`config.mk`:
```
export PLATFORM = sky130hd
export DESIGN_NAME = pool_array
export DESIGN_NICKNAME = d
export VERILOG_FILES = /design/src/rtl/pool_pkg.sv /design/src/rtl/pool_lane.sv /design/src/rtl/pool_array.sv
export SDC_FILE = /design/constraint.sdc
export NUM_CORES = 1
export LEC_CHECK = 0
export ABC_AREA = 1
export CAP_MARGIN = 20
export CORE_MARGIN = 1
export CORE_UTILIZATION = 38
export CTS_CLUSTER_DIAMETER = 40
export DETAILED_ROUTE_END_ITERATION = 8
export SLEW_MARGIN = 20
export SYNTH_ARGS = -nofsm -noshare
export SYNTH_HDL_FRONTEND = slang
export SYNTH_SLANG_ARGS = --single-unit
```
`constraint.sdc`:
```
create_clock -name clk -period 4.7 [get_ports clk]
set_input_delay 1.175 -clock clk [delete_from_list [all_inputs] [get_ports clk]]
set_output_delay 1.175 -clock clk [all_outputs]
set_load 0.02 [all_outputs]
```
`src/rtl/pool_pkg.sv`:
```
// ============================================================================
// Module   : pool_pkg
// Purpose  : Shared encodings, control states and helper functions for pooling.
// Revision : 1.0 - initial multi-channel window-counted release
// ============================================================================
`default_nettype none

package pool_pkg;

  localparam logic POOL_MODE_MAX = 1'b0;
  localparam logic POOL_MODE_AVG = 1'b1;

  typedef enum logic [0:0] {
    ST_ACC  = 1'b0,
    ST_FULL = 1'b1
  } pool_state_t;

  // Enough headroom to sum WIN_MAX samples without overflow.
  function automatic int acc_width(input int num_width, input int win_max);
    return num_width + $clog2(win_max);
  endfunction

  // Clamp a wide signed value into the signed range of an nw-bit sample.
  function automatic logic signed [63:0] sat_num(input logic signed [63:0] v,
                                                 input int nw);
    logic signed [63:0] hi;
    logic signed [63:0] lo;
    hi = (64'sd1 <<< (nw - 1)) - 64'sd1;
    lo = -hi - 64'sd1;
    if (v > hi) return hi;
    if (v < lo) return lo;
    return v;
  endfunction

endpackage

`default_nettype wire

```
`src/rtl/pool_lane.sv`:
```
// ============================================================================
// Module   : pool_lane
// Purpose  : One lane of the pool: accumulator, max/add fold, shift, saturate.
//            Average datapath present only when POOL_AVG_EN is defined.
// Revision : 1.0 - initial multi-channel window-counted release
// ============================================================================
`default_nettype none

module pool_lane
  import pool_pkg::*;
#(
  parameter int NUM_WIDTH = 16,
  parameter int WIN_MAX   = 16,
  parameter int SHIFT_W   = 3
) (
  input  logic                 clk,
  input  logic                 rst,
  input  logic                 accept,
  input  logic                 first,
  input  logic                 done,
  input  logic                 mode,
  input  logic [SHIFT_W-1:0]   shift,
  input  logic [NUM_WIDTH-1:0] in_data,
  output logic [NUM_WIDTH-1:0] out_data
);

`ifdef POOL_AVG_EN
  localparam int ACC_W = acc_width(NUM_WIDTH, WIN_MAX);
`else
  localparam int ACC_W = NUM_WIDTH;
`endif

  logic signed [ACC_W-1:0]     r_acc;
  logic signed [ACC_W-1:0]     w_in_ext;
  logic signed [ACC_W-1:0]     w_fold;
  logic signed [ACC_W-1:0]     w_next;
  logic        [NUM_WIDTH-1:0] r_out;
  logic        [NUM_WIDTH-1:0] w_res;

  assign w_in_ext = ACC_W'(signed'(in_data));

  always_comb begin
    w_fold = (w_in_ext > r_acc) ? w_in_ext : r_acc;
`ifdef POOL_AVG_EN
    if (mode == POOL_MODE_AVG) w_fold = r_acc + w_in_ext;
`endif
  end

  // First beat of a window seeds the accumulator instead of folding into it.
  assign w_next = first ? w_in_ext : w_fold;

`ifdef POOL_AVG_EN
  logic signed [ACC_W-1:0] w_shifted;
  assign w_shifted = w_next >>> shift;
  assign w_res = (mode == POOL_MODE_AVG) ? NUM_WIDTH'(sat_num(64'(w_shifted), NUM_WIDTH))
                                         : w_next[NUM_WIDTH-1:0];
`else
  logic w_unused_lane;
  assign w_unused_lane = ^{mode, shift};
  assign w_res = w_next;
`endif

  always_ff @(posedge clk or posedge rst) begin
    if (rst) begin
      r_acc <= '0;
      r_out <= '0;
    end else begin
      if (accept) r_acc <= w_next;
      if (done)   r_out <= w_res;
    end
  end

  assign out_data = r_out;

endmodule

`default_nettype wire

```
`src/rtl/pool_array.sv`:
```
// ============================================================================
// Module   : pool_array
// Purpose  : CHANNELS-wide window-counted max/average pool with valid/ready.
//            Define POOL_AVG_EN to build in average mode.
// Revision : 1.0 - initial multi-channel window-counted release
// ============================================================================
`default_nettype none

module pool_array
  import pool_pkg::*;
#(
  parameter  int NUM_WIDTH = 16,
  parameter  int CHANNELS  = 4,
  parameter  int WIN_MAX   = 16,
  localparam int WIN_W     = $clog2(WIN_MAX + 1),
  localparam int SHIFT_RAW = $clog2($clog2(WIN_MAX) + 1),
  localparam int SHIFT_W   = (SHIFT_RAW < 1) ? 1 : SHIFT_RAW
) (
  input  logic                          clk,
  input  logic                          rst,
  input  logic                          restart,
  input  logic                          cfg_mode,
  input  logic [WIN_W-1:0]              cfg_win,
  input  logic [SHIFT_W-1:0]            cfg_shift,
  input  logic [CHANNELS*NUM_WIDTH-1:0] up_data,
  input  logic                          up_valid,
  output logic                          up_ready,
  output logic [CHANNELS*NUM_WIDTH-1:0] dn_data,
  output logic                          dn_valid,
  input  logic                          dn_ready
);

  localparam logic [WIN_W-1:0] c_win_max = WIN_W'(WIN_MAX);
  localparam logic [WIN_W-1:0] c_one     = WIN_W'(1);

  pool_state_t        r_state;
  pool_state_t        w_state_nxt;
  logic [WIN_W-1:0]   r_cnt;
  logic [WIN_W-1:0]   r_win;
  logic [WIN_W-1:0]   w_cnt_cur;
  logic [WIN_W-1:0]   w_win_cfg;
  logic [WIN_W-1:0]   w_win;
  logic               r_mode;
  logic               w_cfg_mode;
  logic               w_mode;
  logic [SHIFT_W-1:0] r_shift;
  logic [SHIFT_W-1:0] w_cfg_shift;
  logic [SHIFT_W-1:0] w_shift;
  logic               w_accept;
  logic               w_first;
  logic               w_done;

`ifdef POOL_AVG_EN
  assign w_cfg_mode  = cfg_mode;
  assign w_cfg_shift = cfg_shift;
`else
  logic w_unused_cfg;
  assign w_unused_cfg = ^{cfg_mode, cfg_shift};
  assign w_cfg_mode   = POOL_MODE_MAX;
  assign w_cfg_shift  = '0;
`endif

  assign dn_valid = (r_state == ST_FULL);
  assign up_ready = ~dn_valid | dn_ready;
  assign w_accept = up_valid & up_ready;

  always_comb begin
    w_win_cfg = cfg_win;
    if (cfg_win == '0)           w_win_cfg = c_one;
    else if (cfg_win > c_win_max) w_win_cfg = c_win_max;
  end

  // A beat that opens a window (or coincides with restart) runs on live config.
  assign w_first   = restart | (r_cnt == '0);
  assign w_cnt_cur = restart ? '0 : r_cnt;
  assign w_win     = w_first ? w_win_cfg   : r_win;
  assign w_mode    = w_first ? w_cfg_mode  : r_mode;
  assign w_shift   = w_first ? w_cfg_shift : r_shift;
  assign w_done    = w_accept & (w_cnt_cur == (w_win - c_one));

  always_comb begin
    w_state_nxt = r_state;
    if (w_done)                                 w_state_nxt = ST_FULL;
    else if ((r_state == ST_FULL) && dn_ready)  w_state_nxt = ST_ACC;
  end

  always_ff @(posedge clk or posedge rst) begin
    if (rst) begin
      r_state <= ST_ACC;
      r_cnt   <= '0;
      r_win   <= c_one;
      r_mode  <= POOL_MODE_MAX;
      r_shift <= '0;
    end else begin
      r_state <= w_state_nxt;
      if (w_accept) begin
        r_cnt <= w_done ? '0 : (w_cnt_cur + c_one);
        if (w_first) begin
          r_win   <= w_win_cfg;
          r_mode  <= w_cfg_mode;
          r_shift <= w_cfg_shift;
        end
      end else if (restart) begin
        r_cnt <= '0;
      end
    end
  end

  for (genvar k = 0; k < CHANNELS; k++) begin : g_lane
    pool_lane #(
      .NUM_WIDTH (NUM_WIDTH),
      .WIN_MAX   (WIN_MAX),
      .SHIFT_W   (SHIFT_W)
    ) u_lane (
      .clk      (clk),
      .rst      (rst),
      .accept   (w_accept),
      .first    (w_first),
      .done     (w_done),
      .mode     (w_mode),
      .shift    (w_shift),
      .in_data  (up_data[k*NUM_WIDTH +: NUM_WIDTH]),
      .out_data (dn_data[k*NUM_WIDTH +: NUM_WIDTH])
    );
  end

endmodule

`default_nettype wire

```
# Word-level counts from Yosys, hierarchy flattened
# Cells that the tools add are included.
[classes]
add_sub_neg = 2
multipliers = 0
n_div = 0
magnitude_cmp = 5
n_eq_ne = 1
n_shift = 0
mux = 16
bitwise_logic = 5
n_reduce_logical = 4
[op_table]
columns = ["op", "n"]
rows = [
  ["two-way mux 16 bit", 8],
  ["> comparator 16 bit", 4],
  ["two-way mux 5 bit", 6],
  ["zero test 5 bit", 2],
  ["adder 5 x 1 -> 5 bit (second input constant)", 1],
  ["== test 5 bit", 1],
  ["> comparator 5 bit (second input constant)", 1],
  ["subtractor 5 x 1 -> 5 bit (second input constant)", 1],
  ["bitwise AND 1 bit", 2],
  ["two-way mux 1 bit", 2],
  ["bitwise OR 1 bit", 2],
  ["nonzero test 2 bit", 1],
  ["logical AND 1 bit", 1],
  ["inverter 1 bit", 1],
]
[word_totals]
register_bits = 139
latch_bits = 0
ram_bits = 0
mem_bits_ro = 0
inputBits = 78
output_inout_bits = 66
word_cells = 44
n_memories = 0

# Depth between registers and ports, before layout
# Gate-level depths: netlist of run 1.
[depth]
ltp_word = 9
ltp_mapped = 19
mapped_depth_nobuf = 17

# Modules after synthesis
# Synthesis of run 1 repeated with hierarchy kept, for this count alone.
[unflattened]
hier_cells = 1216
area_unflattened_um2 = 9135.0
[by_module_without_submodules]
columns = ["module", "instances", "cells_each", "area_per_inst_um2", "seq_area_each_um2"]
rows = [
  ["pool_lane", 4, 268, 2035.7, 800.8],
  ["pool_array", 1, 144, 992.2, 376.6],
]

# Worst setup path before layout of run 1
# OpenSTA, ideal clock, no wires.
[synth_path]
path_kind = "input -> register"
start = "in restart"
end = "reg g_lane[0].u_lane.r_out[0]"
setup_time_ns = 0.066
arrival_time_ns = 3.001
setup_slack_ns = 1.633
path_stages = 18
path_buffers = 3
path_cell_list = "inv_2 nand2_4 inv_2 nand2_1 nand2_1 inv_2 ha_1 a21oi_1 o211a_1 nand2_1 inv_1 nand3_2 buf_6 nor2_8 buf_6 buf_6 nand3_1 nand2_1"
[synth_between]
elab_chain_cells = 5
elab_cells_between_ends = 7
classes_between = "add/sub: 1; eq/ne: 1; mux: 3; bitwise: 2"
[synth_rtl]
columns = ["element", "line", "text"]
rows = [
  ["from (decl)", "pool_array.sv:21", "input logic restart,"],
  ["bitwise OR 1 bit", "pool_array.sv:74", "assign w_first = restart | (r_cnt == '0);"],
  ["two-way mux 5 bit", "--", ""],
  ["subtractor 5 x 1 -> 5 bit", "pool_array.sv:79", "assign w_done = w_accept & (w_cnt_cur == (w_win - c_one));"],
  ["== test 5 bit", "pool_array.sv:79", ""],
  ["bitwise AND 1 bit", "pool_array.sv:79", ""],
  ["to (signal assigned)", "pool_lane.sv:69", "if (done) r_out <= w_res;"],
  ["to (decl)", "pool_lane.sv:37", "logic [NUM_WIDTH-1:0] r_out;"],
]
# Several ways; a longest one is shown, not always the timed one.
# A chain may end at the register's enable or synchronous reset.

# Worst setup path after layout of run 1
[layout_path]
start = "in restart"
end = "reg g_lane[3].u_lane.r_out[13]"
[layout_between]
elab_chain_cells = 5
elab_cells_between_ends = 7
classes_between = "add/sub: 1; eq/ne: 1; mux: 3; bitwise: 2"
[layout_rtl]
columns = ["element", "line"]
rows = [
  ["bitwise OR 1 bit", "pool_array.sv:74"],
  ["two-way mux 5 bit", "--"],
  ["subtractor 5 x 1 -> 5 bit", "pool_array.sv:79"],
  ["== test 5 bit", "pool_array.sv:79"],
  ["bitwise AND 1 bit", "pool_array.sv:79"],
  ["to (signal assigned)", "pool_lane.sv:69"],
  ["to (decl)", "pool_lane.sv:37"],
]
# Several ways; a longest one is shown, not always the timed one.

==> impl_metrics.toml, run 1 <==
[timing]
slew_viol_final = 0
rsz0062_at_grt = "no"
slew_headroom_pct = 44.3
hold_viol = 0
setup_violations = 0
worst_pin_slew_ps = 835
finalCriticalPeriod_ps = 3610
clock_skew_ps = 14.0
fin_tns_setup_ps = 0
fin_crit_sh_pct = 76.8
final.setup.worst_slack_ps = 1090
fmax_ghz = 0.277

[place]
buffer_ports.inserted = 139
preCtsSetupSlack_ps = 696
dp_hpwl_mm = 14.3
gp_congestion = 0.807

[worst_setup_path]
endpoint_kind = "register"
crit_chain = "clkdlybuf4s50_1 > inv_2 > nand2_4 > nand3_1 > nand2_1 > inv_2 > ha_1 > a21oi_1 > o211a_1 > nand2_1 > inv_1 > nand3_2 > nor2_8 > buf_12 > nand3_1 > nand2_1"
crit_required_ps = 5060
arrival_ps = 3970
rr_worst_depth = 16
start_kind = "primary input"
reg2reg_from = "r_cnt[0]"
crit_path_max_incr_delay_ps = 600
crit_type = "in2reg"
cp_max_fo = 69
critPathLaunch = "restart"
slowest_stage = "clkdlybuf4s50_1"
cp_common_cell = "nand2_1"

[finish]
layout-drive-gt1-share_pct = 4.66
nFillCells = 2197
final-seq-area_sq_mm = 0.00348
fin_nets = 1462
area_growth_pct = 26.5
diodes = 0
multiInputGateArea_sq_mm = 0.00420

[logic_synthesis]
synth_top_area_share_pct = 40.2
synth_edf_count = 0
synth_nets = 1340
avgSynthCellArea_sq_um = 7.18
yosys-top-cells-count = "nand2_1 (376), nand3_1 (226), inv_1 (174)"
synth.area.top_cells = "dfrtp_1 (40%), nand2_1 (16%), nand3_1 (13%)"
synthCells = 1196
synthFlopType = "dfrtp_1"
async_reset_ff_share_pct = 100
yosys_warnings = 0
syn_area_sq_mm = 0.00859
synth_seq_area_share_pct = 40.5
yosysMostFrequentCell = "nand2_1"
ys_types = 29
yosys.area.top_type = "dfrtp_1"
ys_ff_latch = 139

[floorplanning]
num_rows = 54
die_x_um = 152
initial_utilization_pct = 39.0
core_area_sq_mm = 0.0220
fp.dieArea_sq_mm = 0.0232
die_y_um = 152
num_io_pins = 144

[cts]
cts_root_buffer = "clkbuf_16"
postCtsSetupRepairBufs = 0
cts_hold_buf = 0
tritoncts = "yes"
cts_num_sinks = 139
numCtsBuffers = 17
clk_pin_slew_ps = 70
cts_resized = 0
insertion_delay_ps = 430
htreeDepth = 4
clk_path_buf_depth = 2

[flow_run]
max_cap_violations = 0

[global_route]
grt_pass1_vias = 7806
overflow = 0
antenna_found_initial = 0
grt_pass1_wl_mm = 38.8
grtUsageTotal_pct = 20.6
grt_start_max_net_pins = 140

[detailed_routing]
first_pass_iters = 9
routedWlPerCell_um = 14.0
wirelength_mm = 22.5
vias = 7894
route.detailed.drc = 7
drt_iter0_drc = 422
vias_per_cell = 4.90
ant_nets = 0

[hold_path]
hp-start = "g_lane[2].u_lane.r_acc[1]"
hold_path_depth = 2
hold_class = "reg2reg"

[power]
ir_drop_mv = 0.200
pwr_density_cell_mw_per_mm2 = 446
p_leak_nw = 5.87

[run_status]
violations = "DRC"
status = "finished, violations left"
==> per-stage QoR <==
step / power [mW] / cells / util (%) / hold WS, ps / instance area [sq um]
final: 4.85 / 1611 / 49.3 / 479 / 10900
after global routing: 5.19 / 1611 / 49.3 / 497 / 10900
after CTS: 4.90 / 1611 / 49.3 / 482 / 10900
after detailed placement: 3.45 / 1579 / 46.5 / 465 / 10200
after global placement: 3.42 / 1579 / 46.5 / 461 / 10200
after floorplan: 2.72 / 1196 / - / 449 / 8590
==> critical path, delay by kind of cell <==
kind	cells	cell delay (ps)
fa+ha+maj	1	300
buf+inv	5	1190
simple gates	8	950
compound gates	2	300
==> cell families (layout without fill, tap and decap cells) <==
group	after synthesis	after routing	synth area share [%]
DFF	139	139	40.5
adders and majority gates	66	66	9.61
and+or+nand+nor	651	651	32.7
buffers and inverters	230	365	10.6
xor gates and xnor gates	1	1	0.102
AOI/OAI and AO/OA	109	109	6.52
==> path summary, 6_finish.rpt <==
kind	slack, ps	to
max in group asynchronous	2740	g_lane[3].u_lane.r_acc[9]
worst max-delay path	1090	g_lane[3].u_lane.out_data[13]
min in group asynchronous	1300	g_lane[3].u_lane.r_acc[2]
worst max register to register	1920	g_lane[3].u_lane.out_data[13]
worst min-delay path	480	g_lane[2].u_lane.r_acc[1]
worst min register to register	480	g_lane[2].u_lane.r_acc[1]
==> cell usage in the layout (no fill, tap or decap), drive strengths merged <==
master / count
o21ai: 78
o21a: 1
o211a: 1
dfstp: 1
inv: 178
clkbuf: 20
dfrtp: 138
clkinvlp: 4
ha: 66
buf: 15
clkdlybuf4s50: 139
a21o: 3
xor2: 1
nor2: 32
a21oi: 26
nor3: 4
clkinv: 5
nand4: 7
nand3: 228
nand2: 380
bufinv: 4
==> layout make-up <==
class                           count  area share [%]
Tap cell                          280            3.22
Multi-Input combinational cell    827            38.7
Clock inverter                     12            1.58
Clock buffer                       20            4.11
Timing Repair Buffer              154            14.2
Inverter                          179            6.22
Sequential cell                   139            32.0
==> flip-flops by register name, summed over array words and instances (netlist names) <==
signal and count:
r_win 5, g_lane.u_lane.r_acc 64, r_cnt 5, dn_valid 1, g_lane.u_lane.out_data 64
==> layer usage <==
| layer | vias up | wire, um | GRT usage, % |
|---|---|---|---|
| li1 | 4065 | - | - |
| met1 | 3667 | 11200 | 28.3 |
| met2 | 139 | 10300 | 33.4 |
| met3 | 23 | 701 | 2.76 |
| met4 | 0 | 327 | 6.61 |
| met5 | - | 0 | 0 |
==> power breakdown <==
group	switching [mW]	total [mW]	leakage, nW	internal [mW]
sequential	0.154	1.64	1.77	1.49
combinational	1.05	1.78	3.81	0.725
clock	0.532	1.43	0.296	0.899
No activity file was read; power rests on OpenSTA's default activity.
==> inputs of run 2 (changes only) <==
==> constraint.sdc (replaced) <==
create_clock -name clk -period 3.15 [get_ports clk]
set_input_delay 0.7875 -clock clk [delete_from_list [all_inputs] [get_ports clk]]
set_output_delay 0.7875 -clock clk [all_outputs]
set_load 0.02 [all_outputs]
==> run 2 against run 1 <==
  * The flow still finishes with violations (DRC)
  * Critical path depth unchanged
  * Non-clock buffer count is 36 higher
  * Clock power is 48% higher
  * Cell area is 3.1% higher
  * Cell count up 2.2%
  * Largest power group unchanged
==> impl_metrics.toml, run 2 (same netlist as run 1, synthesis figures left out) <==
[global_route]
grt_pass1_wl_mm = 38.3
antenna_found_initial = 0
grtUsageTotal_pct = 20.4
overflow = 0
grt_pass1_vias = 7722
grt_start_max_net_pins = 78

[place]
gp_congestion = 0.823
preCtsSetupSlack_ps = -141
dp_hpwl_mm = 15.6
dp_cells = 1615
buffer_ports.inserted = 139
placed_area_sq_mm = 0.0106

[timing]
fin_tns_setup_ps = 0
worst_pin_slew_ps = 637
final.setup.worst_slack_ps = 301
finalCriticalPeriod_ps = 2850
fmax_ghz = 0.351
setup_violations = 0
hold_slack_ps = 476
slew_viol_final = 0
hold_viol = 0
slew_headroom_pct = 57.5
rsz0062_at_grt = "no"
fin_crit_sh_pct = 90.5
clock_skew_ps = 10.6

[detailed_routing]
routedWlPerCell_um = 13.7
route.detailed.drc = 7
first_pass_iters = 7
wirelength_mm = 22.6
vias = 7964
drt_iter0_drc = 332
vias_per_cell = 4.84
ant_nets = 0

[power]
p_leak_nw = 6.07
p_total_mw = 7.31
pwr_density_cell_mw_per_mm2 = 653
ir_drop_mv = 0.338

[finish]
nFillCells = 2111
fin_nets = 1498
final_area_sq_mm = 0.0112
layout-drive-gt1-share_pct = 7.24
diodes = 0
area_growth_pct = 30.4
mostFrequentLayoutCells = "nand2_1 (375), nand3_1 (226), inv_1 (173), clkdlybuf4s50_1 (139), dfrtp_1 (138)"
final_common_cell = "nand2_1"
fin_util_pct = 50.9
final_cells = 1647

[cts]
insertion_delay_ps = 420
cts_resized = 0
numCtsBuffers = 17
cts_num_sinks = 139
tritoncts = "yes"
cts_hold_buf = 0
htreeDepth = 4
cts_root_buffer = "clkbuf_16"
clk_pin_slew_ps = 60
clk_path_buf_depth = 2
postCtsSetupRepairBufs = 0

[worst_setup_path]
crit_chain = "clkdlybuf4s50_1 > inv_2 > nand2_4 > nand3_1 > nand2_1 > inv_2 > ha_1 > a21oi_1 > o211a_1 > nand2_1 > inv_1 > nand3_2 > nor2_8 > buf_12 > nand3_1 > nand2_1"
crit_path_max_incr_delay_ps = 520
worst-path-buf-inv = 5
cp_top_family = "buffers and inverters"
endpoint_kind = "register"
cp_common_cell = "nand2_1"
r2r_end = "g_lane[1].u_lane.out_data[12]"
arrival_ps = 3200
rrSetupSlack_ps = 530
cp_max_fo = 32
slowest_stage = "clkdlybuf4s50_1"
crit_end = "g_lane[1].u_lane.out_data[12]"
cp.depth = 16
rr_worst_depth = 16
start_kind = "primary input"
reg2reg_from = "r_cnt[1]"
critPathLaunch = "restart"
crit_required_ps = 3510
crit_type = "in2reg"

[run_status]
status = "finished, violations left"
violations = "DRC"

[floorplanning]
initial_utilization_pct = 39.0
num_io_pins = 144
core_area_sq_mm = 0.0220
die_x_um = 152
num_rows = 54
fp.dieArea_sq_mm = 0.0232
die_y_um = 152

[hold_path]
hold_class = "reg2reg"
hp-start = "g_lane[2].u_lane.r_acc[6]"

[flow_run]
max_cap_violations = 0
run 2: changes by cell type in the layout (fill, tap and decap cells not counted), sizes merged:
cell      before  now
buf           15   51
bufinv         4    3
clkbuf        20   22
clkinvlp       4    2
clkinv         5    6
run 2: worst min-delay path by stage:
| stage | end | slack (ps) | cells past startpoint |
|---|---|---|---|
| floorplan | g_lane[0].u_lane.r_acc[10] | 450 | 2 |
| global placement | g_lane[2].u_lane.r_acc[12] | 460 | 2 |
| detailed placement | g_lane[2].u_lane.r_acc[6] | 460 | 2 |
| CTS | g_lane[3].u_lane.r_acc[11] | 480 | 2 |
| global route | g_lane[0].u_lane.r_acc[1] | 490 | 2 |
| finish | g_lane[2].u_lane.r_acc[6] | 480 | 2 |
run 2: worst min-delay path: cells and delay by family, from the launching register on:
| family | cells | cell delay, ps |
|---|---|---|
| flip-flops | 1 | 340 |
| AND/OR/NAND/NOR | 2 | 100 |
run 2: cell type report:
class / instances / area [sq um] / area share [%]
Timing Repair Buffer: 190 / 1870 / 16.7
Multi-Input combinational cell: 827 / 4200 / 37.5
Tap cell: 280 / 350 / 3.13
Clock inverter: 10 / 139 / 1.24
Inverter: 179 / 676 / 6.03
Sequential cell: 139 / 3480 / 31.1
Clock buffer: 22 / 484 / 4.32
run 2: report_power, final:
group	internal, mW	switching [mW]
clock network	1.33	0.785
registers	2.22	0.233
logic	1.16	1.58
total	4.71	2.60
run 2: layer usage:
metal  track usage (%)  routed length [um]  part of all wire (%)
met3              2.84                 810                   3.6
met4              6.75                 393                   1.7
met5                 0                   0                     0
met1              27.9               11200                    49
met2              33.0               10200                    45
==> inputs of run 3 (changes only) <==
--- a/config.mk
+++ b/config.mk
@@ -7,10 +7,13 @@
 export LEC_CHECK = 0
 export ABC_AREA = 1
 export CAP_MARGIN = 20
+export CELL_PAD_IN_SITES_DETAIL_PLACEMENT = 0
+export CELL_PAD_IN_SITES_GLOBAL_PLACEMENT = 2
 export CORE_MARGIN = 1
-export CORE_UTILIZATION = 38
+export CORE_UTILIZATION = 27
 export CTS_CLUSTER_DIAMETER = 40
 export DETAILED_ROUTE_END_ITERATION = 8
+export PLACE_DENSITY_LB_ADDON = 0.1
 export SLEW_MARGIN = 20
 export SYNTH_ARGS = -nofsm -noshare
 export SYNTH_HDL_FRONTEND = slang
==> run 3 against run 2 <==
  * Worst setup slack worse by 9.8 ps
  * Critical path depth is 1 lower
  * Clock power is 3% lower
  * Non-clock buffer count is 6 higher
  * Flip-flop and latch count stayed put
  * Sequential power hardly changed
  * Count of clock-buffer cells in the layout is 3 lower
  * Combinational power is 2% higher
  * The run now ends clean
  * Power is 0.24% higher
  * Via count is 0.34% lower
  * Clock skew is 4.1 ps higher
==> impl_metrics.toml, run 3 (same netlist as run 1, synthesis figures left out) <==
[run_status]
status = "completed"

[finish]
diodes = 0
final_common_cell = "nand2_1"
layout-drive-gt1-share_pct = 7.65
area_growth_pct = 32.1
fin_nets = 1504
mostFrequentLayoutCells = "nand2_1 (375), nand3_1 (226), inv_1 (173), clkdlybuf4s50_1 (139), dfrtp_1 (138)"
final_cells = 1769

[detailed_routing]
first_pass_iters = 5
route.detailed.drc = 0
vias_per_cell = 4.49
drt_iter0_drc = 411
routedWlPerCell_um = 14.9
wirelength_mm = 26.3
ant_nets = 0
vias = 7937

[worst_setup_path]
rrSetupSlack_ps = 520
reg2reg_from = "r_cnt[0]"
crit_required_ps = 3450
rr_worst_depth = 15
crit_type = "in2reg"
arrival_ps = 3160
critPathLaunch = "restart"
endpoint_kind = "register"
start_kind = "primary input"
cp_max_fo = 29
r2r_end = "g_lane[3].u_lane.out_data[13]"

[timing]
slew_headroom_pct = 39.8
rsz0062_at_grt = "no"
slew_viol_final = 0
hold_slack_ps = 478
fin_crit_sh_pct = 90.8
fmax_ghz = 0.350
hold_viol = 0
setup_violations = 0
finalCriticalPeriod_ps = 2860
worst_pin_slew_ps = 903
clock_skew_ps = 14.7

[cts]
htreeDepth = 4
clk_pin_slew_ps = 60
cts_root_buffer = "clkbuf_16"
numCtsBuffers = 17
cts_num_sinks = 139
tritoncts = "yes"
insertion_delay_ps = 430
clk_path_buf_depth = 2
postCtsSetupRepairBufs = 0

[global_route]
antenna_found_initial = 1
grt_start_max_net_pins = 78
overflow = 0
grt_pass1_vias = 8078
grtUsageTotal_pct = 17.1
grt_pass1_wl_mm = 44.0

[hold_path]
hold_class = "reg2reg"
min_to = "g_lane[1].u_lane.r_acc[12]"
hp-start = "g_lane[1].u_lane.r_acc[12]"
hold_path_depth = 2

[place]
gp_congestion = 0.743
dp_hpwl_mm = 18.0
dp_cells = 1737
buffer_ports.inserted = 139

[floorplanning]
initial_utilization_pct = 27.8
core_area_sq_mm = 0.0309
die_y_um = 180
num_rows = 64
num_io_pins = 144
fp.dieArea_sq_mm = 0.0325
die_x_um = 180

[power]
ir_drop_mv = 0.372
pwr_density_cell_mw_per_mm2 = 646
p_leak_nw = 6.06

[flow_run]
max_cap_violations = 0
[run 3: cell types whose count changed in the layout (fill, tap and decap cells not counted), sizes merged]
cell / before / now
clkinv: 6 / 3
bufinv: 3 / 2
clkbuf: 22 / 19
buf: 51 / 57
clkinvlp: 2 / 6
inv: 178 / 181
[run 3: worst max path at each step]
| stage | endpoint | cells past startpoint | slack (ps) |
|---|---|---|---|
| 2_1_floorplan | g_lane[0].u_lane.out_data[0] | 18 | 470 |
| 3_3_place_gp | g_lane[2].u_lane.out_data[7] | 15 | -170 |
| 3_5_place_dp | g_lane[1].u_lane.out_data[13] | 15 | -200 |
| 4_1_cts | g_lane[1].u_lane.out_data[13] | 15 | 250 |
| 5_1_grt | g_lane[3].u_lane.out_data[2] | 15 | 40 |
| 6_report | g_lane[3].u_lane.out_data[13] | 15 | 290 |
[run 3: area by class of cell]
type,count,area [sq um]
multi-input cells,827,4200
flip-flops and latches,139,3480
repair buffers,196,1910
inverters,179,676
fillers,3264,19600
well taps,396,495
clock inverters,13,143
clock buffers,19,443
[run 3: power by group]
part	total [mW]	internal [mW]	switching (mW)	leakage [nW]
sequential	2.46	2.22	0.238	1.77
combinational	2.81	1.19	1.63	4.02
clock	2.06	1.19	0.869	0.272
total	7.33	4.60	2.73	6.06
[run 3: metal layers]
layer,track usage (%),up-vias,share of wire [%]
li1,-,4145,-
met5,0,-,0.042
met1,22.9,3653,49
met2,28.3,122,47
met3,3.15,15,3.1
met4,4.07,2,1.1
[run 3: critical path: stages]
cell and delay, ps:
clkdlybuf4s50_1 540, inv_2 70, nand2_4 80, nand3_1 110, nand2_1 110, inv_2 40, ha_1 300, a21oi_1 120
o211a_1 140, nand2_1 40, inv_1 60, nand3_2 150, buf_4 300, o21ai_0 220, nand2_1 80
[run 3: what timing repair did]
item | CTS | global route
gates resized for setup | 0 | 1
hold buffers | 0 | 0
endpoints found under the setup margin | 0 | 1
[run 3: per-stage QoR]
step	TNS [ps]	power, mW	utilization, %	worst slack, ps	instance area [sq um]
floorplan	0	4.07	-	471	8590
global placement	-7940	5.34	34.8	-169	10800
detailed placement	-9420	5.35	34.8	-199	10800
CTS	0	7.48	36.7	246	11300
global route	0	7.90	36.7	37.8	11300
finish	0	7.33	36.7	291	11300
